## src/rtl/io_ctrl.sv

```systemverilog
// io_ctrl: CPU-bus register file driving board LEDs and 7-segment hex digits,
// with a shared blink prescaler and fully registered pad outputs.

// Per-digit decoder: hex nibble to active-low gfedcba pattern, or blank.
module io_ctrl_seg_lane (
  input  logic [3:0] nib,
  input  logic       blank,
  output logic [6:0] seg
);
  // Glyph lookup; blanking overrides the glyph.
  always_comb begin
    seg = 7'h7F;
    if (!blank) begin
      case (nib)
        4'h0: seg = 7'b1000000;
        4'h1: seg = 7'b1111001;
        4'h2: seg = 7'b0100100;
        4'h3: seg = 7'b0110000;
        4'h4: seg = 7'b0011001;
        4'h5: seg = 7'b0010010;
        4'h6: seg = 7'b0000010;
        4'h7: seg = 7'b1111000;
        4'h8: seg = 7'b0000000;
        4'h9: seg = 7'b0010000;
        4'hA: seg = 7'b0001000;
        4'hB: seg = 7'b0000011;
        4'hC: seg = 7'b1000110;
        4'hD: seg = 7'b0100001;
        4'hE: seg = 7'b0000110;
        default: seg = 7'b0001110;
      endcase
    end
  end
endmodule

module io_ctrl #(
  parameter int LED_W      = 10,
  parameter int NUM_DIGITS = 6,
  parameter int BLINK_DIV  = 25_000_000
) (
  input  logic                    clk,
  input  logic                    rst,
  input  logic                    we,
  input  logic                    re,
  input  logic [2:0]              addr,
  input  logic [31:0]             wdata,
  output logic [31:0]             rdata,
  output logic                    rvalid,
  output logic [LED_W-1:0]        led_out,
  output logic [7*NUM_DIGITS-1:0] seg_out
);
  localparam int       CNT_W     = $clog2(BLINK_DIV);
  localparam int       RD_STAGES = 1;
  localparam logic [2:0] A_LED   = 3'd0;
  localparam logic [2:0] A_DIGIT = 3'd1;
  localparam logic [2:0] A_EN    = 3'd2;
  localparam logic [2:0] A_DBLNK = 3'd3;
  localparam logic [2:0] A_LBLNK = 3'd4;
  localparam logic [2:0] A_SYNC  = 3'd5;
  localparam logic [6:0] GLYPH0  = 7'b1000000;

  typedef struct packed {
    logic        we;
    logic        re;
    logic [2:0]  addr;
    logic [31:0] wdata;
  } bus_req_t;

  bus_req_t                      req;
  logic [LED_W-1:0]              led_r, lblnk_r;
  logic [4*NUM_DIGITS-1:0]       dig_r;
  logic [NUM_DIGITS-1:0]         en_r, dblnk_r, blank_vec;
  logic [CNT_W-1:0]              cnt;
  logic                          phase;
  logic                          sync_wr;
  logic [31:0]                   rd_mux;
  logic [RD_STAGES-1:0]          vld_pipe;
  logic [NUM_DIGITS-1:0][6:0]    seg_nxt;

  assign req     = '{we: we, re: re, addr: addr, wdata: wdata};
  assign sync_wr = req.we && (req.addr == A_SYNC);

  // Register file writes; unlisted addresses fall through untouched.
  always_ff @(posedge clk) begin
    if (rst) begin
      led_r   <= '0;
      dig_r   <= '0;
      en_r    <= '1;
      dblnk_r <= '0;
      lblnk_r <= '0;
    end else if (req.we) begin
      case (req.addr)
        A_LED:   led_r   <= req.wdata[LED_W-1:0];
        A_DIGIT: dig_r   <= req.wdata[4*NUM_DIGITS-1:0];
        A_EN:    en_r    <= req.wdata[NUM_DIGITS-1:0];
        A_DBLNK: dblnk_r <= req.wdata[NUM_DIGITS-1:0];
        A_LBLNK: lblnk_r <= req.wdata[LED_W-1:0];
        default: ;
      endcase
    end
  end

  // Blink prescaler; a SYNC write takes priority over the wrap.
  always_ff @(posedge clk) begin
    if (rst || sync_wr) begin
      cnt   <= '0;
      phase <= 1'b0;
    end else if (cnt == CNT_W'(BLINK_DIV - 1)) begin
      cnt   <= '0;
      phase <= ~phase;
    end else begin
      cnt   <= cnt + 1'b1;
    end
  end

  // Read mux sees pre-edge register values, so same-edge writes read old data.
  always_comb begin
    rd_mux = '0;
    case (req.addr)
      A_LED:   rd_mux[LED_W-1:0]        = led_r;
      A_DIGIT: rd_mux[4*NUM_DIGITS-1:0] = dig_r;
      A_EN:    rd_mux[NUM_DIGITS-1:0]   = en_r;
      A_DBLNK: rd_mux[NUM_DIGITS-1:0]   = dblnk_r;
      A_LBLNK: rd_mux[LED_W-1:0]        = lblnk_r;
      default: rd_mux = '0;
    endcase
  end

  // Read data capture and valid pipeline; rdata holds between reads.
  always_ff @(posedge clk) begin
    if (rst) begin
      rdata    <= '0;
      vld_pipe <= '0;
    end else begin
      if (req.re) rdata <= rd_mux;
      vld_pipe[0] <= req.re;
      for (int s = 1; s < RD_STAGES; s++) vld_pipe[s] <= vld_pipe[s-1];
    end
  end

  assign rvalid = vld_pipe[RD_STAGES-1];

  assign blank_vec = ~en_r | (dblnk_r & {NUM_DIGITS{phase}});

  io_ctrl_seg_lane u_lane [NUM_DIGITS-1:0] (
    .nib   (dig_r),
    .blank (blank_vec),
    .seg   (seg_nxt)
  );

  // Pad registers; reset shows glyph 0 on every digit.
  always_ff @(posedge clk) begin
    if (rst) begin
      led_out <= '0;
      seg_out <= {NUM_DIGITS{GLYPH0}};
    end else begin
      led_out <= led_r & ~(lblnk_r & {LED_W{phase}});
      seg_out <= seg_nxt;
    end
  end
endmodule

```

## config.mk

```make
export PLATFORM = sky130hd
export DESIGN_NAME = io_ctrl
export DESIGN_NICKNAME = d
export VERILOG_FILES = /design/src/rtl/io_ctrl.sv
export SDC_FILE = /design/constraint.sdc
export NUM_CORES = 1
export LEC_CHECK = 0
export CORE_MARGIN = 2
export CORE_UTILIZATION = 35
export CTS_CLUSTER_SIZE = 8
export DETAILED_ROUTE_END_ITERATION = 10
export GPL_TIMING_DRIVEN = 0
export PLACE_DENSITY = 0.6
export SETUP_SLACK_MARGIN = 0.2
export SYNTH_ARGS = -nofsm -noshare
export SYNTH_HDL_FRONTEND = slang
export SYNTH_HIERARCHICAL = 1
export SYNTH_SLANG_ARGS = --single-unit
```

## constraint.sdc

```tcl
create_clock -name clk -period 3.8 [get_ports clk]
set_input_delay 0.38 -clock clk [delete_from_list [all_inputs] [get_ports clk]]
set_output_delay 0.38 -clock clk [all_outputs]
set_load 0.01 [all_outputs]
```

After elaboration in Yosys (flattened, before gate mapping)
Memory sizes are Yosys's and may differ from the RTL's. A register that Yosys moved wholly into a read port is not among the register bits.
Index checks and enable logic that the tools add are counted.
- shift-type cells: 0
- multipliers: 0
- mux-type cells: 21
- bitwise logic cells: 7
- div/mod/pow operators: 0
- add/subtract/negate cells: 1
- equal/unequal tests: 6
- reductions and logical operators: 15
- $lt $le $gt $ge: 0
- operators by type and width (cell ; count):
    4-bit 2-to-1 mux ; 12
    6-bit 2-to-1 mux ; 6
    6-bit case mux with 5 select lines ; 1
    25-bit by 1-bit adder with 25-bit output (second input constant) ; 1
    25-bit == test (second input constant) ; 1
    10-bit AND ; 2
    14-bit 2-to-1 mux ; 1
    2-bit OR reduction ; 7
    4-bit case mux with 3 select lines ; 1
    10-bit inverter ; 1
    2-bit AND reduction ; 5
    6-bit AND ; 1
    3-bit by 2-bit == test with 1-bit output (second input constant) ; 2
    3-bit == test (second input constant) ; 2
    6-bit inverter ; 1
    6-bit OR ; 1
    3-bit by 1-bit == test with 1-bit output (second input constant) ; 1
    3-bit zero test ; 1
    1-bit logical AND ; 1
    1-bit logical OR ; 1
    1-bit inverter ; 1
- latch bits: 0
- logic and storage cells: 73
- flip-flop bits (word level): 159
- memory bits (read-only): 672
- RAM bits: 0
- output and inout port bits: 85
- input bits: 39
- memories kept: 6
- memories (name ; depth ; width ; read ports ; clocked after memory_dff ; write ports ; RTL line ; text):
    (no name shown) ; 16 ; 7 ; 1 ; 1 ; 0 ; 14 ; case (nib)
    (no name shown) ; 16 ; 7 ; 1 ; 1 ; 0 ; 14 ;
    (no name shown) ; 16 ; 7 ; 1 ; 1 ; 0 ; 14 ;
    (no name shown) ; 16 ; 7 ; 1 ; 1 ; 0 ; 14 ;
    (no name shown) ; 16 ; 7 ; 1 ; 1 ; 0 ; 14 ;
    (no name shown) ; 16 ; 7 ; 1 ; 1 ; 0 ; 14 ;

Depth between registers and ports, before layout
Gate-level depths: netlist of run 1.
- depth after elaboration: 4
- mapped depth: 7
- mapped depth without buffers: 5

By module
Netlist of run 1, hierarchy kept.
- modules (own cells, without submodules) (module ; cells an instance ; instances ; area an instance (µm²)):
    io_ctrl ; 659 ; 1 ; 5947.0
    io_ctrl_seg_lane at u_lane[0] ... ; 35 ; 4 ; 299.0
    io_ctrl_seg_lane at u_lane[1] ... ; 35 ; 2 ; 295.3

Worst setup path after synthesis of run 1
No wires, ideal clock.
- kind: flip-flop to flip-flop
- start: register dig_r[0] (netlist name)
- end: register seg_out[6]
- data arrival time: 1.588 ns
- cell stages (with the launch flop): 6
- path buffers: 0
- setup slack: 2.089 ns
- library setup time: 0.123 ns
- cells stage by stage: dfxtp_1 > inv_1 > ha_1 > mux2_1 > a221o_1 > or2_2
- RTL lines (element ; RTL line ; text):
    to (signal assigned) ; 155 ; seg_out <= {NUM_DIGITS{GLYPH0}};
    to (signal assigned) ; 158 ; seg_out <= seg_nxt;
    to (decl) ; 50 ; output logic [7*NUM_DIGITS-1:0] seg_out

Worst setup path in the final report of run 1
- start: input port addr[2]
- end: register lblnk_r[7]
- longest elaborated chain between the ends: 2
- RTL lines (element ; RTL line ; text):
    from (decl) ; 45 ; input logic [2:0] addr,
    3-bit == test ; 92 ; case (req.addr)
    2-bit AND reduction (no source line) ; n/a ;
    to (signal assigned) ; 97 ; A_LBLNK: lblnk_r <= req.wdata[LED_W-1:0];
    to (decl) ; 70 ; logic [LED_W-1:0] led_r, lblnk_r;
No other way between the ends.
A chain may end at the register's enable or synchronous reset.

==> results of run 1 <==
logic make-up after synthesis:
logic type,after synthesis,synth area share
DFF,159,0.412
adders and majority gates,43,0.0696
AOI/OAI and AO/OA,179,0.158
other,1,0.000485
and+or+nand+nor,336,0.222
xor gates and xnor gates,10,0.0113
muxes,47,0.0636
buffers and inverters,94,0.0636
area by class of cell:
| cell class | instances | area (um2) |
|---|---|---|
| buffer | 63 | 375 |
| clock buffer | 19 | 443 |
| clock inverter | 11 | 238 |
| fill | 2133 | 11900 |
| inverter | 31 | 116 |
| multi-input combinational | 623 | 4090 |
| sequential | 159 | 3180 |
| tap | 280 | 350 |
| timing repair buffer | 106 | 1060 |
report_power, final:
| group | total (uW) | internal [uW] | switching (uW) | leakage, uW |
|---|---|---|---|---|
| sequential | 1730 | 1700 | 23.8 | 0.00129 |
| combinational | 323 | 149 | 174 | 0.00210 |
| clock | 1980 | 1310 | 674 | 0.000333 |
state kept, by name (all words and copies together) (netlist names):
signal and cells:
rvalid 1, led_r 10, dblnk_r 6, dig_r 24
seg_out 42, en_r 6, led_out 10, rdata 24
phase 1, lblnk_r 10, cnt 25
cell usage after synthesis (all sizes together) (2+ instances only):
cell type  count  area, um2
a211o         12        105
a211oi        10       75.1
a21oi         77        385
a221o         12        120
a22o           6       52.6
a22oi         10       75.1
a311o          6       60.1
a32oi         12        105
and2           5       31.3
and3           8       50.1
and4           4       35.0
buf           38        282
clkbuf        25       93.8
dfxtp        159       3180
ha            43        538
inv           31        116
mux2          17        191
mux2i         30        300
nand2        123        472
nand2b        14       87.6
nand3          8       40.0
nand4         10       83.8
nor2          51        191
nor2b         77        487
nor3           6       30.0
nor4b          2       17.5
o21ai          7       35.0
o221ai         6       52.6
o22ai          6       37.5
o2bb2ai        4       35.0
o31ai          8       60.1
or2           12       75.1
or3            6       37.5
or4            8       60.1
xnor2          2       17.5
xor2           8       70.1
worst max path at each step:
| stage | start | end | slack (ns) | cells past startpoint |
|---|---|---|---|---|
| 3_5_place_dp | addr[2] | lblnk_r[7] | 1.16 | 6 |
| 3_3_place_gp | addr[2] | lblnk_r[8] | 1.19 | 6 |
| 6_report | addr[2] | lblnk_r[7] | 1.56 | 6 |
| 2_1_floorplan | dig_r[0] | seg_out[6] | 2.09 | 5 |
| 5_1_grt | addr[2] | lblnk_r[9] | 1.50 | 6 |
| 4_1_cts | addr[2] | lblnk_r[7] | 1.61 | 6 |
through the flow:
| stage | area, um2 | power, uW | setup slack, ns | hold WS, ns |
|---|---|---|---|---|
| after floorplan | 7760 | 1940 | 2.09 | 0.413 |
| after global routing | 9850 | 4170 | 1.50 | 0.463 |
| final | 9850 | 4030 | 1.56 | 0.447 |
| after global placement | 9170 | 2090 | 1.19 | 0.422 |
| after detailed placement | 9170 | 2090 | 1.16 | 0.435 |
| after CTS | 9850 | 4070 | 1.61 | 0.449 |
metal layers:
metal / track usage / share of wire / vias up
li1: - / - / 3260
met1: 0.224 / 0.45 / 3034
met2: 0.283 / 0.46 / 196
met3: 0.0432 / 0.064 / 26
met4: 0.0582 / 0.020 / 0
met5: 0 / 0 / -
==> run summary, run 1 <==
crit-path max cell delay: 0.56 ns
family with the most delay on the worst path: buffers and inverters
post-synthesis cell count: 869
commonest non-fill, non-tap cell in the layout: dfxtp_1
Setup-failing EPs final: 0
Gates resized, CTS repair: 0
final WL: 20.5 mm
Setup crit end kind: register
Setup TNS: 0 ns
endpoints failing hold: 0
Initial DRT Pass Iterations: 5
Layout Cells excl Fill: 1292
commonest cells after routing, fill and taps aside: 159 x dfxtp_1, 119 x nand2_1, 106 x clkdlybuf4s50_1
Synth cell types: 51
worst reg2reg setup slack: 1.67 ns
Max IR drop VDD: 0.307 mV
Clock Sinks: 159
minimum clock period after layout: 2.24 ns
GP Congestion: 0.815
First DRT Iteration DRCs: 456
RSZ-0062 raised after global routing: no
Ports: 124
antenna violations before repair: 0
Final Max Tran Viols: 0
post-layout util: 0.453
launching point of the worst reg2reg path: phase
WP data required: 4.08 ns
PortBufs: 106
H-tree depth: 4
RR Endpoint: seg_out[14]
CTS Buf Count: 17
Slew HR: 0.424
CTS root buf: clkbuf_16
Via-to-Cell Ratio: 5.04
CP max-delay cell: nand3_1
Worst Path Buf+Inv: 3
hpwl dp: 14.6 mm
DIE WIDTH: 153 um
layout cells sized above 1: 0.0879
WHS Path Cells: 1
Pwr Density: 409 nW/um2
leakage: 0.00372 uW
Post-route DRC: 0
vias in the first global route: 6075
total grt overflow: 0
worst slew pin tran: 0.863 ns
Via Count: 6516
hold buffers post-CTS: 0
placed cells: 1262
Initial Util: 0.355
mean area per synthesized cell: 8.90 um2
Reg2Reg Depth: 7
pin count of the biggest net entering global routing: 17
DR WL/cell: 15.9 um
crit path cell chain: clkdlybuf4s50_1, buf_2, buf_1, nand3_1, nand2_1, a21oi_1
NumNets Final: 1083
# rows: 54
Post-synth EDFFs: 0
clock skew: 0.00947 ns
clock latency at the later pin of the worst-skew pair: 0.42 ns
Seq/Total Area, Yosys: 0.412
Tightest Hold Check Type: reg2reg
first-pass GRT wire length: 32.3 mm
die area: 23300 um2
Clock Tree Buf Depth: 2
Post-CTS Setup Bufs: 0
largest driver fanout on the critical path: 10
status: finished clean
HP Start: cnt[0]
Tcrit/Tclk final: 0.590
#FFs+latches synth: 159
async set-reset flop share out of synthesis: 0
Yosys warnings: 6
Reg clk slew, reported paths: 0.06 ns
CP startpoint kind: input pin
gr usage total: 0.173
worst endpoint data arrival time: 2.52 ns
f_max: 0.446 GHz
Primary FF master, synth: dfxtp_1
Antenna Nets Post-Route: 0
crit path kind: in2reg
die height: 153 um
area grow syn2layout: 27.4%
Mapped Area: 7730 um2
Hold Crit Endpoint: cnt[0]
total core area: 21800 um2
CTS tree: done
Antenna diodes: 0
Max-cap violations: 0
No activity file was read; power rests on OpenSTA's default activity.
==> run 2, diff against run 1 <==
--- a/config.mk
+++ b/config.mk
@@ -10,7 +10,7 @@
 export CTS_CLUSTER_SIZE = 8
 export DETAILED_ROUTE_END_ITERATION = 10
 export GPL_TIMING_DRIVEN = 0
-export PLACE_DENSITY = 0.6
+export PLACE_DENSITY = 0.62
 export SETUP_SLACK_MARGIN = 0.2
 export SYNTH_ARGS = -nofsm -noshare
 export SYNTH_HDL_FRONTEND = slang
==> constraint.sdc (replaced) <==
create_clock -name clk -period 1.8 [get_ports clk]
set_input_delay 0.18 -clock clk [delete_from_list [all_inputs] [get_ports clk]]
set_output_delay 0.18 -clock clk [all_outputs]
set_load 0.01 [all_outputs]
==> run 2 against run 1 <==
Sequential share of layout area shrank 1.1 points; via count grew 1.7%; wire length increased by 3.1%; die area stayed put; register-to-register slack worse by 1.5 ns; global-route usage increased by 0.53 points; sequential cell count unchanged; non-clock buffer count grew 30; worst setup slack got worse by 1.4 ns; clock power grew 88%; cell count up 2.5%; largest cell class unchanged.
==> run summary, run 2 (same netlist as run 1, synthesis figures left out) <==
status: finished clean
worst endpoint data arrival time: 1.96 ns
Tot Pwr: 8090 uW
clock latency at the later pin of the worst-skew pair: 0.44 ns
launching point of the worst reg2reg path: cnt[12]
GP Congestion: 0.813
Largest regs: seg_out: 42 flops, cnt: 25 flops
Antenna diodes: 0
max reg flops: 42
leakage: 0.00396 uW
Post-route DRC: 0
Layout Cells excl Fill: 1324
DIE WIDTH: 153 um
NumNets Final: 1113
Reg with most FFs: seg_out
WP data required: 2.16 ns
Tightest Hold Check Type: in2reg
# fillers: 2110
crit path kind: reg2reg
RR Endpoint: cnt[19]
Via-to-Cell Ratio: 5.00
Max IR drop VDD: 0.609 mV
# rows: 54
Initial Util: 0.355
Pwr Density: 776 nW/um2
CP startpoint kind: register
worst reg2reg setup slack: 0.20 ns
hpwl dp: 14.6 mm
layout cells sized above 1: 0.217
Clock Tree Buf Depth: 2
Reg clk slew, reported paths: 0.06 ns
clock power share: 0.460
area occupied by multi-input gates: 4340 um2
die area: 23300 um2
final WL: 21.1 mm
Max-cap violations: 0
placed cells: 1262
first-pass GRT wire length: 33.4 mm
RSZ-0062 raised after global routing: yes
worst slew pin tran: 0.656 ns
gr usage total: 0.178
H-tree depth: 4
endpoints failing hold: 0
f_max: 0.624 GHz
switching fraction of total power: 0.240
commonest non-fill, non-tap cell in the layout: dfxtp_1
CTS Buf Count: 17
CTS tree: done
DR WL/cell: 16.0 um
Via Count: 6626
register area: 3260 um2
commonest cells after routing, fill and taps aside: 129 x dfxtp_1, 111 x nand2_1, 106 x clkdlybuf4s50_1
Setup TNS: 0 ns
clock skew: 0.0181 ns
First DRT Iteration DRCs: 368
Initial DRT Pass Iterations: 5
total core area: 21800 um2
Combinational Power Share: 0.091
Critical path origin: cnt[12]
Tcrit/Tclk final: 0.890
total grt overflow: 0
antenna violations before repair: 0
hold buffers post-CTS: 0
Int Pwr: 6150 uW
die height: 153 um
PortBufs: 106
area grow syn2layout: 34.7%
Setup-failing EPs final: 0
Ports: 124
largest driver fanout on the critical path: 10
part of the power in registers: 0.449
Setup crit end kind: register
vias in the first global route: 6425
minimum clock period after layout: 1.60 ns
Antenna Nets Post-Route: 0
Final Max Tran Viols: 0
Clock Sinks: 159
pin count of the biggest net entering global routing: 17
CTS root buf: clkbuf_16
Slew HR: 0.562
Psw: 1940 uW
Reg2Reg Depth: 5
CP endpoint: cnt[19]
run 2: changes by cell type in the layout (fill, tap and decap cells not counted), sizes merged:
cell | before | now
bufinv | 7 | 2
clkinv | 4 | 5
buf | 38 | 67
clkinvlp | 0 | 1
clkbuf | 44 | 47
inv | 31 | 34
run 2: how the worst min path moves through the flow:
stage	start	end	slack [ns]	cells past startpoint
2_1_floorplan	rst	rvalid	0.26	1
3_3_place_gp	cnt[0]	cnt[0]	0.42	1
3_5_place_dp	cnt[0]	cnt[0]	0.44	1
4_1_cts	wdata[22]	dig_r[22]	0.30	3
5_1_grt	wdata[17]	dig_r[17]	0.32	3
6_report	wdata[22]	dig_r[22]	0.31	3
run 2: layout make-up:
type                       instances  area share
inverter                          31      0.0126
buffer                            63      0.0428
multi-input combinational        623       0.416
sequential                       159       0.313
clock buffer                      21      0.0462
timing repair buffer             136       0.124
clock inverter                    11      0.0124
tap                              280      0.0336
run 2: timing repair:
action / 4_1_cts / 5_1_grt
buffers inserted: 25 / 4
pin swaps: 2 / 18
resized for setup: 69 / 82
gates cloned: 0 / 1
setup endpoints to repair: 140 / 99
run 2: through the flow:
stage                     hold WS, ns   util  setup slack [ns]  instance area, um2
after floorplan                 0.259      -             0.216                7790
after global placement          0.424  0.423            -0.596                9200
after detailed placement        0.436  0.423            -0.626                9200
after CTS                       0.296  0.466             0.185               10100
after global routing            0.318  0.479            0.0980               10400
final                           0.313  0.479             0.198               10400
run 2: power by group through the flow:
stage / registers [uW] / logic [uW] / clock network [uW]
2_1_floorplan: 3730 / 367 / 0
3_3_place_gp: 3720 / 674 / 0
3_5_place_dp: 3720 / 677 / 0
4_1_cts: 3630 / 718 / 3780
5_1_grt: 3640 / 799 / 3970
6_report: 3630 / 739 / 3720
run 2: routing by layer:
layer	part of all wire	wire (um)	vias up	global-route usage
li1	-	-	3318	-
met1	0.47	9870	3133	0.232
met2	0.47	10000	151	0.291
met3	0.041	860	24	0.0452
met4	0.018	383	0	0.0556
met5	0	0	-	0
run 2: worst max-delay path, cell delays in order, from the launching register on:
cell and delay, ns:
dfxtp_4 0.36, and4_4 0.26, nand2_2 0.08, buf_6 0.16
or4_1 0.53, a21oi_2 0.15
==> RTL edit 1: new RTL, config.mk and constraints of run 2 <==
Reset style: asynchronous (`rst`), changed in 3 clocked blocks.
--- a/src/rtl/io_ctrl.sv
+++ b/src/rtl/io_ctrl.sv
@@ -81,7 +81,7 @@
   assign sync_wr = req.we && (req.addr == A_SYNC);
 
   // Register file writes; unlisted addresses fall through untouched.
-  always_ff @(posedge clk) begin
+  always_ff @(posedge clk or posedge rst) begin
     if (rst) begin
       led_r   <= '0;
       dig_r   <= '0;
@@ -127,7 +127,7 @@
   end
 
   // Read data capture and valid pipeline; rdata holds between reads.
-  always_ff @(posedge clk) begin
+  always_ff @(posedge clk or posedge rst) begin
     if (rst) begin
       rdata    <= '0;
       vld_pipe <= '0;
@@ -149,7 +149,7 @@
   );
 
   // Pad registers; reset shows glyph 0 on every digit.
-  always_ff @(posedge clk) begin
+  always_ff @(posedge clk or posedge rst) begin
     if (rst) begin
       led_out <= '0;
       seg_out <= {NUM_DIGITS{GLYPH0}};
Behaviour: differs if rst is asserted again (counterexample within 4 cycles, from zero or initial values and one cycle with rst high); with rst held inactive, the same outputs for 4 cycles.
==> RTL edit 1 against run 2 <==
- the flow now finishes with violations (setup timing)
- largest cell class is now sequential cells
- routed wire length shrank 4.6%
- synthesized cell count shrank 18%
- cell area grew 3.5%
- synthesized area grew 2.4%
- sequential cell count is the same
- worst setup slack lost 0.27 ns
- count of clock-buffer cells in the layout shrank 4
- sequential share of layout area grew 5.0 points
- non-clock buffer count grew 3
Power is not compared: it rests on default switching activity, and its combinational part moved more than twofold at a synthesized area within 25%.
==> RTL edit 1: results (changes against run 2) <==
placed_design:
  pre_cts_slack_ns: -1.18  # -0.555 ns
  gp_congestion: 0.804  # -1.1%
  dp_hpwl_um: 13200  # -9.4%
timing:
  setup_viol: 6  # +6
  tightest_slew_ns: 0.763  # +0.106 ns
  worst_slack_ns: -0.0668  # -0.265 ns
  holdWs_ns: 0.306  # -0.00673 ns
route:
  viasPerCell: 4.98  # -0.44%
  drt_iter0_drc: 263  # -29%
  wl_per_cell_um: 16.9  # +5.8%
  vias: 5949  # -10%
synthesis:
  syn_avg_cell_area_um2: 11.2  # +25%
  synthTopCellsByCount: "dfrtp_1 (121), mux2_2 (56), nand2_1 (45)"
  synth.distinct_cells: 52  # +2.0%
  synth_area_leaders: "dfrtp_1 (38%), mux2_2 (8.0%), ha_1 (6.8%), dfxtp_1 (6.6%), dfstp_2 (4.0%)"
outcome:
  status: "finished with violations"
  violations: "setup timing"
grt:
  grt_max_degree: 42  # +25
  antenna_found_initial: 1  # +1
  grt_pass1_wl_um: 32200  # -3.4%
  track_usage_pct: 17.2  # -0.65 points
finish:
  fillCellCount: 2018  # -4.4%
  final_nets: 978  # -12%
setup_path:
  worst_path_max_delay_cell: "or4_4"
  rr_worst_depth: 7  # +2
  arrival_ns: 2.18  # +0.22 ns
==> RTL edit 1: cell types whose count changed in the layout (fill, tap and decap cells not counted), sizes merged, moves of 51 or more <==
cell          run 2  this run
a21oi            77        25
dfrtp             0       121
dfxtp           159        26
mux2             17        68
nand2           123        51
nor2b            77        19
==> RTL edit 1: cell type report <==
class,count,share of cell area (%)
flip-flops and latches,159,36.3
multi-input cells,475,35.3
repair buffers,160,14.3
clock buffers,17,3.95
plain buffers,42,3.35
well taps,285,3.31
clock inverters,15,1.88
inverters,40,1.51
repair inverters,1,0.0464
==> RTL edit 1: tightest hold or removal path, delay by kind of cell <==
family                 cells  cell delay (ns)
buffers and inverters      3             0.89
==> RTL edit 1: cells by family after synthesis <==
family / Yosys count / share of synthesized area, %
other: 1 / 0.0474
and+or+nand+nor: 186 / 12.7
buffers and inverters: 82 / 5.44
adders and majority gates: 43 / 6.80
xor gates and xnor gates: 13 / 1.44
DFF: 159 / 48.8
muxes: 96 / 13.4
AOI/OAI and AO/OA: 129 / 11.4
==> RTL edit 1: metal layers <==
metal	GRT usage [%]	wire (µm)	vias up
met5	0	13	-
met4	4.63	211	2
met3	3.05	695	17
met2	30.0	10200	103
met1	22.1	9040	2950
li1	-	-	2877
==> RTL edit 1: power breakdown <==
group	leakage, nW	switching [W]	internal, W
registers	1.77	0.000458	0.00430
clock network	0.299	0.00162	0.00224
logic	2.43	0.00157	0.00191
==> RTL edit 1: stage by stage <==
step                util [%]  setup TNS (ns)
detailed placement      42.2          -77.59
global placement        41.9         -310.91
finish                  48.0          -0.255
global route            48.0          -0.680
CTS                     47.0          -0.116
floorplan                  -          -33.56
==> RTL edit 1: timing repair <==
action,in CTS,in global routing
pin swaps,20,9
cloned,3,0
setup buffers,30,19
gates resized for setup,86,36
setup endpoints to repair,154,88
hold buffers,0,0
==> RTL edit 2: new RTL, settings of run 2 <==
Without the edit above. Change the parameter `LED_W` from 10 to 14.
--- a/src/rtl/io_ctrl.sv
+++ b/src/rtl/io_ctrl.sv
@@ -34,7 +34,7 @@
 endmodule
 
 module io_ctrl #(
-  parameter int LED_W      = 10,
+  parameter int LED_W      = 14,
   parameter int NUM_DIGITS = 6,
   parameter int BLINK_DIV  = 25_000_000
 ) (
Ports: changed (resized led_out); port bits go from 124 to 128. The function was not compared with the original's and may differ.
==> RTL edit 2 against run 2 <==
- fmax down 3.5%
- worst setup slack worse by 0.059 ns
- routed wire length increased by 7.7%
- synthesized cell count rose by 6.6%
- sequential cell count grew 12
- clock skew fell by 0.0081 ns
- sequential power rose by 7.4%
- synthesized area increased by 5.9%
- first-iteration DRC count grew 17%
- cell area grew 5.9%
- global-route usage increased by 0.57 points
- power rose by 3.3%
- final cell count up 8.2%
==> RTL edit 2: results (changes against run 2) <==
grt:
  gr-usage-met1_pct: 25.0  # +1.8 points
  grt_pass1_wl_um: 35500  # +6.4%
  track_usage_pct: 18.4  # +0.57 points
  grt_pass1_vias: 6678  # +3.9%
  grt_max_degree: 17  # unchanged
  globalRouteMet3Util_pct: 3.94  # -0.58 points
  grt_use_met2_pct: 29.8  # +0.68 points
finish:
  nonClkBufAreaFrac_pct: 17.3  # +0.62 points
  final_layout_size_suffix_gt1_share_pct: 20.3  # -1.5 points
  final-seq-area_mm2: 0.00351  # +7.8%
  nClkBuffers: 19  # -9.5%
  final_nets: 1189  # +6.8%
  multi_input_area_share_pct: 40.7  # -0.94 points
  fillCellCount: 2142  # +1.5%
  multi_input_comb_cells: 665  # +6.7%
  inv_count: 33  # +6.5%
route:
  drt_iter0_drc: 432  # +17%
  viasPerCell: 4.99  # -0.22%
  wirelength_um: 22800  # +7.7%
  route.met3.wl_um: 1080  # +25%
  wl_met2_um: 10600  # +5.9%
  wl_met1_um: 10800  # +9.0%
timing:
  relSlewSlack_pct: 55.0  # -1.2 points
  clock-skew-final_ns: 0.00996  # -0.00811 ns
setup_path:
  endpoint: "cnt[17]$_SDFF_PP0_"
  critPathMaxFanout: 7  # -3
  r2r-start: "cnt[13]$_SDFF_PP0_"
  arrival_ns: 2.02  # +0.06 ns
  r2r_setup_slack_ns: 0.14  # -0.06 ns
synthesis:
  synth_adder_area_share_pct: 6.57  # -0.38 points
  synthTopCellsByCount: "dfxtp_1 (171), nand2_1 (135), a21oi_1 (82)"
  syn_avg_cell_area_um2: 8.84  # -0.66%
  synthXorXnorAreaFrac_pct: 1.18  # +0.044 points
  synth-compound-area-share_pct: 16.0  # +0.23 points
  yosysSeqAreaShare_pct: 41.8  # +0.66 points
  synth.distinct_cells: 53  # +3.9%
  synth_seq_cells: 171  # +7.5%
  synth_area_leaders: "dfxtp_1 (42%), ha_1 (6.6%), nand2_1 (6.2%), nor2b_1 (5.7%), a21oi_1 (5.0%)"
placed_design:
  dp_hpwl_um: 15800  # +8.4%
  gp_congestion: 0.865  # +6.5%
  portBuffers: 110  # +3.8%
  place_inst: 1356  # +7.4%
power_and_ir_drop:
  p_leak_nw: 4.17  # +5.3%
  vdd_drop_max_uv: 602  # -1.2%
  power_frac_clock_pct: 44.0  # -2.0 points
outcome:
  status: "completed"
hold_path:
  hp-start: "rst"
  min_path_cells: 2  # -1
  min_to: "rvalid$_SDFF_PP0_"
clocking:
  insertion_delay_ns: 0.43
==> RTL edit 2: changes by cell type after synthesis, moves of 5 or more <==
cell	run 2	this run
buf_2	12	7
a21oi_1	77	82
nand2_1	119	135
clkbuf_1	25	33
dfxtp_1	159	171
and3_1	8	14
==> RTL edit 2: stage by stage <==
stage	hold WS, ns	setup slack, ns	total power, W	instance area [µm²]
final	0.268	0.140	0.00835	11000
after floorplan	0.259	0.186	0.00439	8250
after global routing	0.260	0.0710	0.00867	11000
after global placement	0.450	-0.785	0.00471	9740
after CTS	0.298	0.100	0.00839	10700
after detailed placement	0.461	-0.806	0.00471	9740
==> RTL edit 2: worst max-delay path, cell delays in order, from the launching register on <==
cell and delay (ns):
dfxtp_2 0.36, nand4_1 0.12, or4_4 0.55, buf_6 0.14, or3_1 0.31, a21oi_1 0.12
==> RTL edit 2: repair_timing <==
item	in CTS	in global routing
setup buffers	35	10
gates resized for setup	69	80
setup endpoints to repair	130	137
pin swaps	17	18
